--- src/rtl/median_frame_sequencer_pkg.sv ---
// median_frame_sequencer_pkg: result-memory opcodes and sequencer FSM states
package median_frame_sequencer_pkg;
  localparam logic [1:0] RW_IDLE  = 2'b00;
  localparam logic [1:0] RW_READ  = 2'b01;
  localparam logic [1:0] RW_WRITE = 2'b10;
  typedef enum logic [2:0] {
    S_IDLE,
    S_ISSUE,
    S_WAITF,
    S_WRITE,
    S_NEXT,
    S_DONE,
    S_ABORT
  } state_t;
endpackage

--- src/rtl/median_frame_sequencer_scan.sv ---
// window_scan_counter: raster row/col counter over interior centres [R..W-1-R] x [R..H-1-R]
// Ports: clk, rst; clear reloads (R,R); step advances column-fastest; row/col current centre;
// last flags the final centre.
module window_scan_counter #(
  parameter int R  = 1,
  parameter int W  = 7,
  parameter int H  = 7,
  parameter int BW = 8
) (
  input  logic          clk,
  input  logic          rst,
  input  logic          clear,
  input  logic          step,
  output logic [BW-1:0] row,
  output logic [BW-1:0] col,
  output logic          last
);
  localparam logic [BW-1:0] LO   = BW'(R);
  localparam logic [BW-1:0] CMAX = BW'(W - 1 - R);
  localparam logic [BW-1:0] RMAX = BW'(H - 1 - R);
  assign last = (row == RMAX) && (col == CMAX);
  always_ff @(posedge clk) begin
    if (rst || clear) begin
      row <= LO;
      col <= LO;
    end else if (step) begin
      col <= (col == CMAX) ? LO : col + 1'b1;
      row <= (col == CMAX) ? row + 1'b1 : row;
    end
  end
endmodule

--- src/rtl/median_frame_sequencer.sv ---
// median_frame_sequencer: walks interior window centres, feeds Median_Filter, stores results
// Ports: clk, rst (sync, active-high); start/busy/done/err/win_count frame control;
// filt_en/sROW/sCOL/filter_out/filt_rdy filter handshake;
// res_rw/res_addr/res_idata/res_drdy result-memory write port.
module median_frame_sequencer
  import median_frame_sequencer_pkg::*;
#(
  parameter int WINDOW_SIZE = 3,
  parameter int DATA_WIDTH  = 16,
  parameter int BUS_WIDTH   = 8,
  parameter int IMG_WIDTH   = 7,
  parameter int IMG_HEIGHT  = 7,
  parameter int OUT_BASE    = 0,
  parameter int TIMEOUT     = 64
) (
  input  logic                  clk,
  input  logic                  rst,
  input  logic                  start,
  output logic                  busy,
  output logic                  done,
  output logic                  err,
  output logic [BUS_WIDTH-1:0]  win_count,
  output logic                  filt_en,
  output logic [BUS_WIDTH-1:0]  sROW,
  output logic [BUS_WIDTH-1:0]  sCOL,
  input  logic [DATA_WIDTH-1:0] filter_out,
  input  logic                  filt_rdy,
  output logic [1:0]            res_rw,
  output logic [BUS_WIDTH-1:0]  res_addr,
  output logic [DATA_WIDTH-1:0] res_idata,
  input  logic                  res_drdy
);
  localparam int R     = WINDOW_SIZE / 2;
  localparam int OUT_W = IMG_WIDTH - 2 * R;
  localparam int TW    = $clog2(TIMEOUT + 1);
  localparam bit DEGEN = (IMG_WIDTH < WINDOW_SIZE) || (IMG_HEIGHT < WINDOW_SIZE);
  state_t state, next;
  logic [TW-1:0] tcnt;
  logic [BUS_WIDTH-1:0] row, col, addr;
  logic last, go, tout;
  assign go   = (state == S_IDLE) && start;
  assign tout = tcnt == TW'(TIMEOUT - 1);
  window_scan_counter #(
    .R (R),
    .W (IMG_WIDTH),
    .H (IMG_HEIGHT),
    .BW(BUS_WIDTH)
  ) u_scan (
    .clk  (clk),
    .rst  (rst),
    .clear(go),
    .step ((state == S_NEXT) && !last),
    .row  (row),
    .col  (col),
    .last (last)
  );
  always_comb begin
    next = state;
    case (state)
      S_IDLE:  next = start ? (DEGEN ? S_DONE : S_ISSUE) : S_IDLE;
      S_ISSUE: next = S_WAITF;
      S_WAITF: next = filt_rdy ? S_WRITE : (tout ? S_ABORT : S_WAITF);
      S_WRITE: next = res_drdy ? S_NEXT : (tout ? S_ABORT : S_WRITE);
      S_NEXT:  next = last ? S_DONE : S_ISSUE;
      default: next = S_IDLE;
    endcase
  end
  always_comb begin
    addr     = BUS_WIDTH'(OUT_BASE) + (row - BUS_WIDTH'(R)) * BUS_WIDTH'(OUT_W) + (col - BUS_WIDTH'(R));
    busy     = (state == S_ISSUE) || (state == S_WAITF) || (state == S_WRITE) || (state == S_NEXT);
    done     = state == S_DONE;
    filt_en  = (state == S_ISSUE) || (state == S_WAITF);
    res_rw   = (state == S_WRITE) ? RW_WRITE : RW_IDLE;
    sROW     = busy ? row : '0;
    sCOL     = busy ? col : '0;
    res_addr = busy ? addr : '0;
  end
  always_ff @(posedge clk) begin
    if (rst) begin
      state     <= S_IDLE;
      tcnt      <= '0;
      win_count <= '0;
      res_idata <= '0;
      err       <= 1'b0;
    end else begin
      state <= next;
      tcnt  <= (next != state) ? '0 : tcnt + 1'b1;
      if (go) win_count <= '0;
      else if ((state == S_WRITE) && res_drdy) win_count <= win_count + 1'b1;
      if ((state == S_WAITF) && filt_rdy) res_idata <= filter_out;
      if (go) err <= 1'b0;
      else if (next == S_ABORT) err <= 1'b1;
    end
  end
endmodule
--- config.mk ---
export PLATFORM = sky130hd
export DESIGN_NAME = median_frame_sequencer
export DESIGN_NICKNAME = d
export VERILOG_FILES = /design/src/rtl/median_frame_sequencer_pkg.sv /design/src/rtl/median_frame_sequencer_scan.sv /design/src/rtl/median_frame_sequencer.sv
export SDC_FILE = /design/constraint.sdc
export NUM_CORES = 1
export LEC_CHECK = 0
export ABC_AREA = 1
export CELL_PAD_IN_SITES_DETAIL_PLACEMENT = 1
export CELL_PAD_IN_SITES_GLOBAL_PLACEMENT = 1
export CORE_MARGIN = 2
export CORE_UTILIZATION = 49
export DETAILED_ROUTE_END_ITERATION = 12
export DONT_BUFFER_PORTS = 1
export PLACE_DENSITY = 0.84
export SLEW_MARGIN = 20
export SYNTH_ARGS = -nofsm -noshare
export SYNTH_HDL_FRONTEND = slang
export SYNTH_SLANG_ARGS = --single-unit
--- constraint.sdc ---
create_clock -name clk -period 5.5 [get_ports clk]
set_input_delay 0.275 -clock clk [delete_from_list [all_inputs] [get_ports clk]]
set_output_delay 0.275 -clock clk [all_outputs]
set_load 0.03 [all_outputs]
==> impl_metrics.py <==
metrics = {
    "route": {
        "drt_iter0_markers": 86,
        "post-route-drc-count": 0,
        "viasPerCell": 5.43,
        "wl_per_cell_um": 15.3,
        "via_count": 3020,
        "wl_mm": 8.51,
        "firstDrtPassIters": 4,
        "ant_nets": 0,
    },
    "cts": {
        "cts.clk_slew.worst_paths_ns": 0.10,
        "clk_path_buf_depth": 2,
        "cts_resized": 0,
        "htree_levels": 2,
        "holdBufCountCts": 0,
        "postCtsSetupBuffers": 0,
        "cts-root-buf": "clkbuf_8",
        "cts_inserted_buffers": 5,
        "cts_tree": "yes",
        "clk_latency_ns": 0.30,
        "cts_sinks": 51,
    },
    "synth": {
        "syn_nets": 522,
        "ys_seq_area_share_pct": 30.5,
        "synth_seq_cells": 51,
        "postSynthCellCount": 477,
        "yosys_warnings": 0,
        "synth_area_um2": 3350,
        "synth_area_per_cell_um2": 7.02,
        "netlist-cell-type-count": 38,
    },
    "grt": {
        "first_global_vias": 3031,
        "antenna_found_initial": 0,
        "grt.total_usage_pct": 23.5,
        "grt_max_degree": 22,
        "grt_pass1_wl_mm": 14.1,
        "grt_overflow_total": 0,
    },
    "critical_path": {
        "slowest_stage": "dfxtp_1",
        "required_ns": 5.22,
        "path_depth": 14,
        "cpPeakStageDelay_ns": 0.51,
        "start_kind": "register",
        "cp_cell_sequence": "inv_1 -> ha_1 -> xnor2_1 -> ha_1 -> inv_1 -> xor2_1 -> fa_1 -> inv_1 -> ha_1 -> a21oi_1 -> o21ai_0 -> a21oi_1 -> a21oi_1 -> nor2_1",
        "crit_path_end_kind": "primary output",
        "critPathKind": "register to primary output",
        "r2r_slack_ns": 3.65,
        "ff2ff_path_depth": 8,
        "critPathBufInv": 3,
        "cp_top_family": "adder cells",
        "arrival_ns": 4.11,
        "critPathMaxFanout": 8,
    },
    "worst_hold_path": {
        "hold_class": "primary input to register",
        "whs_path_depth": 1,
    },
    "timing": {
        "setup_tns_ns": 0,
        "max_clock_freq_mhz": 228,
        "clock_skew_ns": 0.00463,
        "rsz0062_at_grt": "no",
        "setup_viol": 0,
        "relSlewSlack_pct": 37.8,
        "period_minus_slack_ns": 4.39,
        "min_period_over_period_pct": 79.7,
        "finalHoldViolCount": 0,
        "final_max_slew_viol_count": 0,
        "worst_pin_slew_ns": 0.926,
    },
    "floorplan": {
        "row_count": 30,
        "die-area_um2": 7510,
        "die_h_um": 86.6,
        "core_area_um2": 6720,
        "die_width_um": 86.6,
        "start_util_pct": 49.8,
        "ioPinCount": 75,
    },
    "final_layout": {
        "syn_to_final_growth_pct": 4.86,
        "nNetsFinal": 520,
        "diodes": 0,
        "final_cell_area_um2": 3510,
        "drive_gt1_share_pct": 7.77,
    },
    "place": {
        "gp_congestion": 0.884,
        "place_area_um2": 3390,
        "numPortBuffers": 0,
        "dp_hpwl_mm": 6.74,
    },
    "job": {
        "cap_violations": 0,
    },
    "power_and_ir_drop": {
        "ir_drop_v": 0.000177,
        "p_total_mw": 0.775,
        "p_leak_nw": 1.52,
        "powerDensity_nw_per_um2": 221,
    },
    "status": {
        "status": "finished, final reports clean",
    },
}
power by group:
group	internal, mW	switching, mW	total (mW)
Combinational	0.0237	0.0765	0.100
Clock	0.138	0.134	0.272
Sequential	0.379	0.0233	0.403
Total	0.541	0.234	0.775
kinds of logic (layout without fill, tap and decap cells):
logic type | Yosys count | in the layout | share of synthesized area (%)
XOR/XNOR | 22 | 22 | 5.76
AND/OR/NAND/NOR | 239 | 239 | 33.6
flip-flops | 51 | 51 | 30.5
AO/OA/AOI/OAI | 62 | 62 | 10.0
buffers and inverters | 78 | 77 | 9.50
other | 1 | 1 | 0.112
adder cells (fa/ha/maj) | 24 | 24 | 10.5
worst paths after layout:
check	to	startpoint
setup / recovery	res_addr[7]	u_scan.row[0]
hold / removal	state[1]	rst
setup reg to reg	u_scan.col[1]	state[0]
hold reg to reg	tcnt[0]	tcnt[0]
metal layers:
layer | track usage, % | part of all wire [%]
met1 | 27.7 | 43
met2 | 43.2 | 52
met3 | 4.67 | 4.3
met4 | 6.11 | 1.3
met5 | 0 | 0
through the flow:
step,instances,hold WS [ns],worst slack [ns],util (%)
2_1_floorplan,477,0.344,1.90,-
3_3_place_gp,548,0.346,1.67,50.5
3_5_place_dp,548,0.354,1.46,50.5
4_1_cts,556,0.0255,1.13,52.2
5_1_grt,556,0.0222,0.864,52.2
6_report,556,0.0306,1.11,52.2
flip-flops by register name, indices dropped and copies added, names as in the netlist:
register    flops
state           3
u_scan.row      8
err             1
res_idata      16
u_scan.col      8
tcnt            7
win_count       8
area by class of cell:
cell class	instances	area [µm²]
Clock buffer	5	68.8
Clock inverter	3	47.5
Fill cell	900	3210
Inverter	68	256
Multi-Input combinational cell	348	2010
Sequential cell	51	1020
Tap cell	80	100
Timing Repair Buffer	1	7.51
synthesized netlist by cell type, drive strengths merged:
| library cell | instances | area (µm²) |
|---|---|---|
| a21boi | 1 | 7.51 |
| a21o | 1 | 7.51 |
| a21oi | 30 | 158 |
| and2 | 1 | 6.26 |
| buf | 8 | 53.8 |
| clkbuf | 2 | 7.51 |
| clkinv | 1 | 5.00 |
| conb | 1 | 3.75 |
| dfxtp | 51 | 1020 |
| fa | 7 | 140 |
| ha | 17 | 213 |
| inv | 67 | 251 |
| nand2 | 89 | 383 |
| nand3 | 28 | 158 |
| nand3b | 1 | 20.0 |
| nand4 | 9 | 56.3 |
| nor2 | 91 | 389 |
| nor3 | 19 | 105 |
| o211ai | 1 | 7.51 |
| o21a | 2 | 15.0 |
| o21ai | 25 | 125 |
| o21bai | 2 | 15.0 |
| or2 | 1 | 6.26 |
| xnor2 | 7 | 61.3 |
| xor2 | 15 | 131 |
layout by cell type (no fill, tap or decap):
master     instances
a21boi_1           1
a21o_1             1
a21oi_1           28
a21oi_2            2
and2_1             1
buf_4              1
bufinv_16          1
clkbuf_8           5
clkinv_2           1
clkinv_4           1
conb_1             1
dfxtp_1           51
fa_1               7
ha_1              17
inv_1             61
inv_2              6
inv_6              1
nand2_1           81
nand2_2            4
nand2_4            3
nand2_8            1
nand3_1           26
nand3_2            1
nand3_4            1
nand3b_4           1
nand4_1            9
nor2_1            85
nor2_2             3
nor2_4             1
nor2_8             2
nor3_1            17
nor3_2             2
o211ai_1           1
o21a_1             2
o21ai_0           25
o21bai_1           2
or2_0              1
xnor2_1            7
xor2_1            15
(Power assumes the default switching activity.)
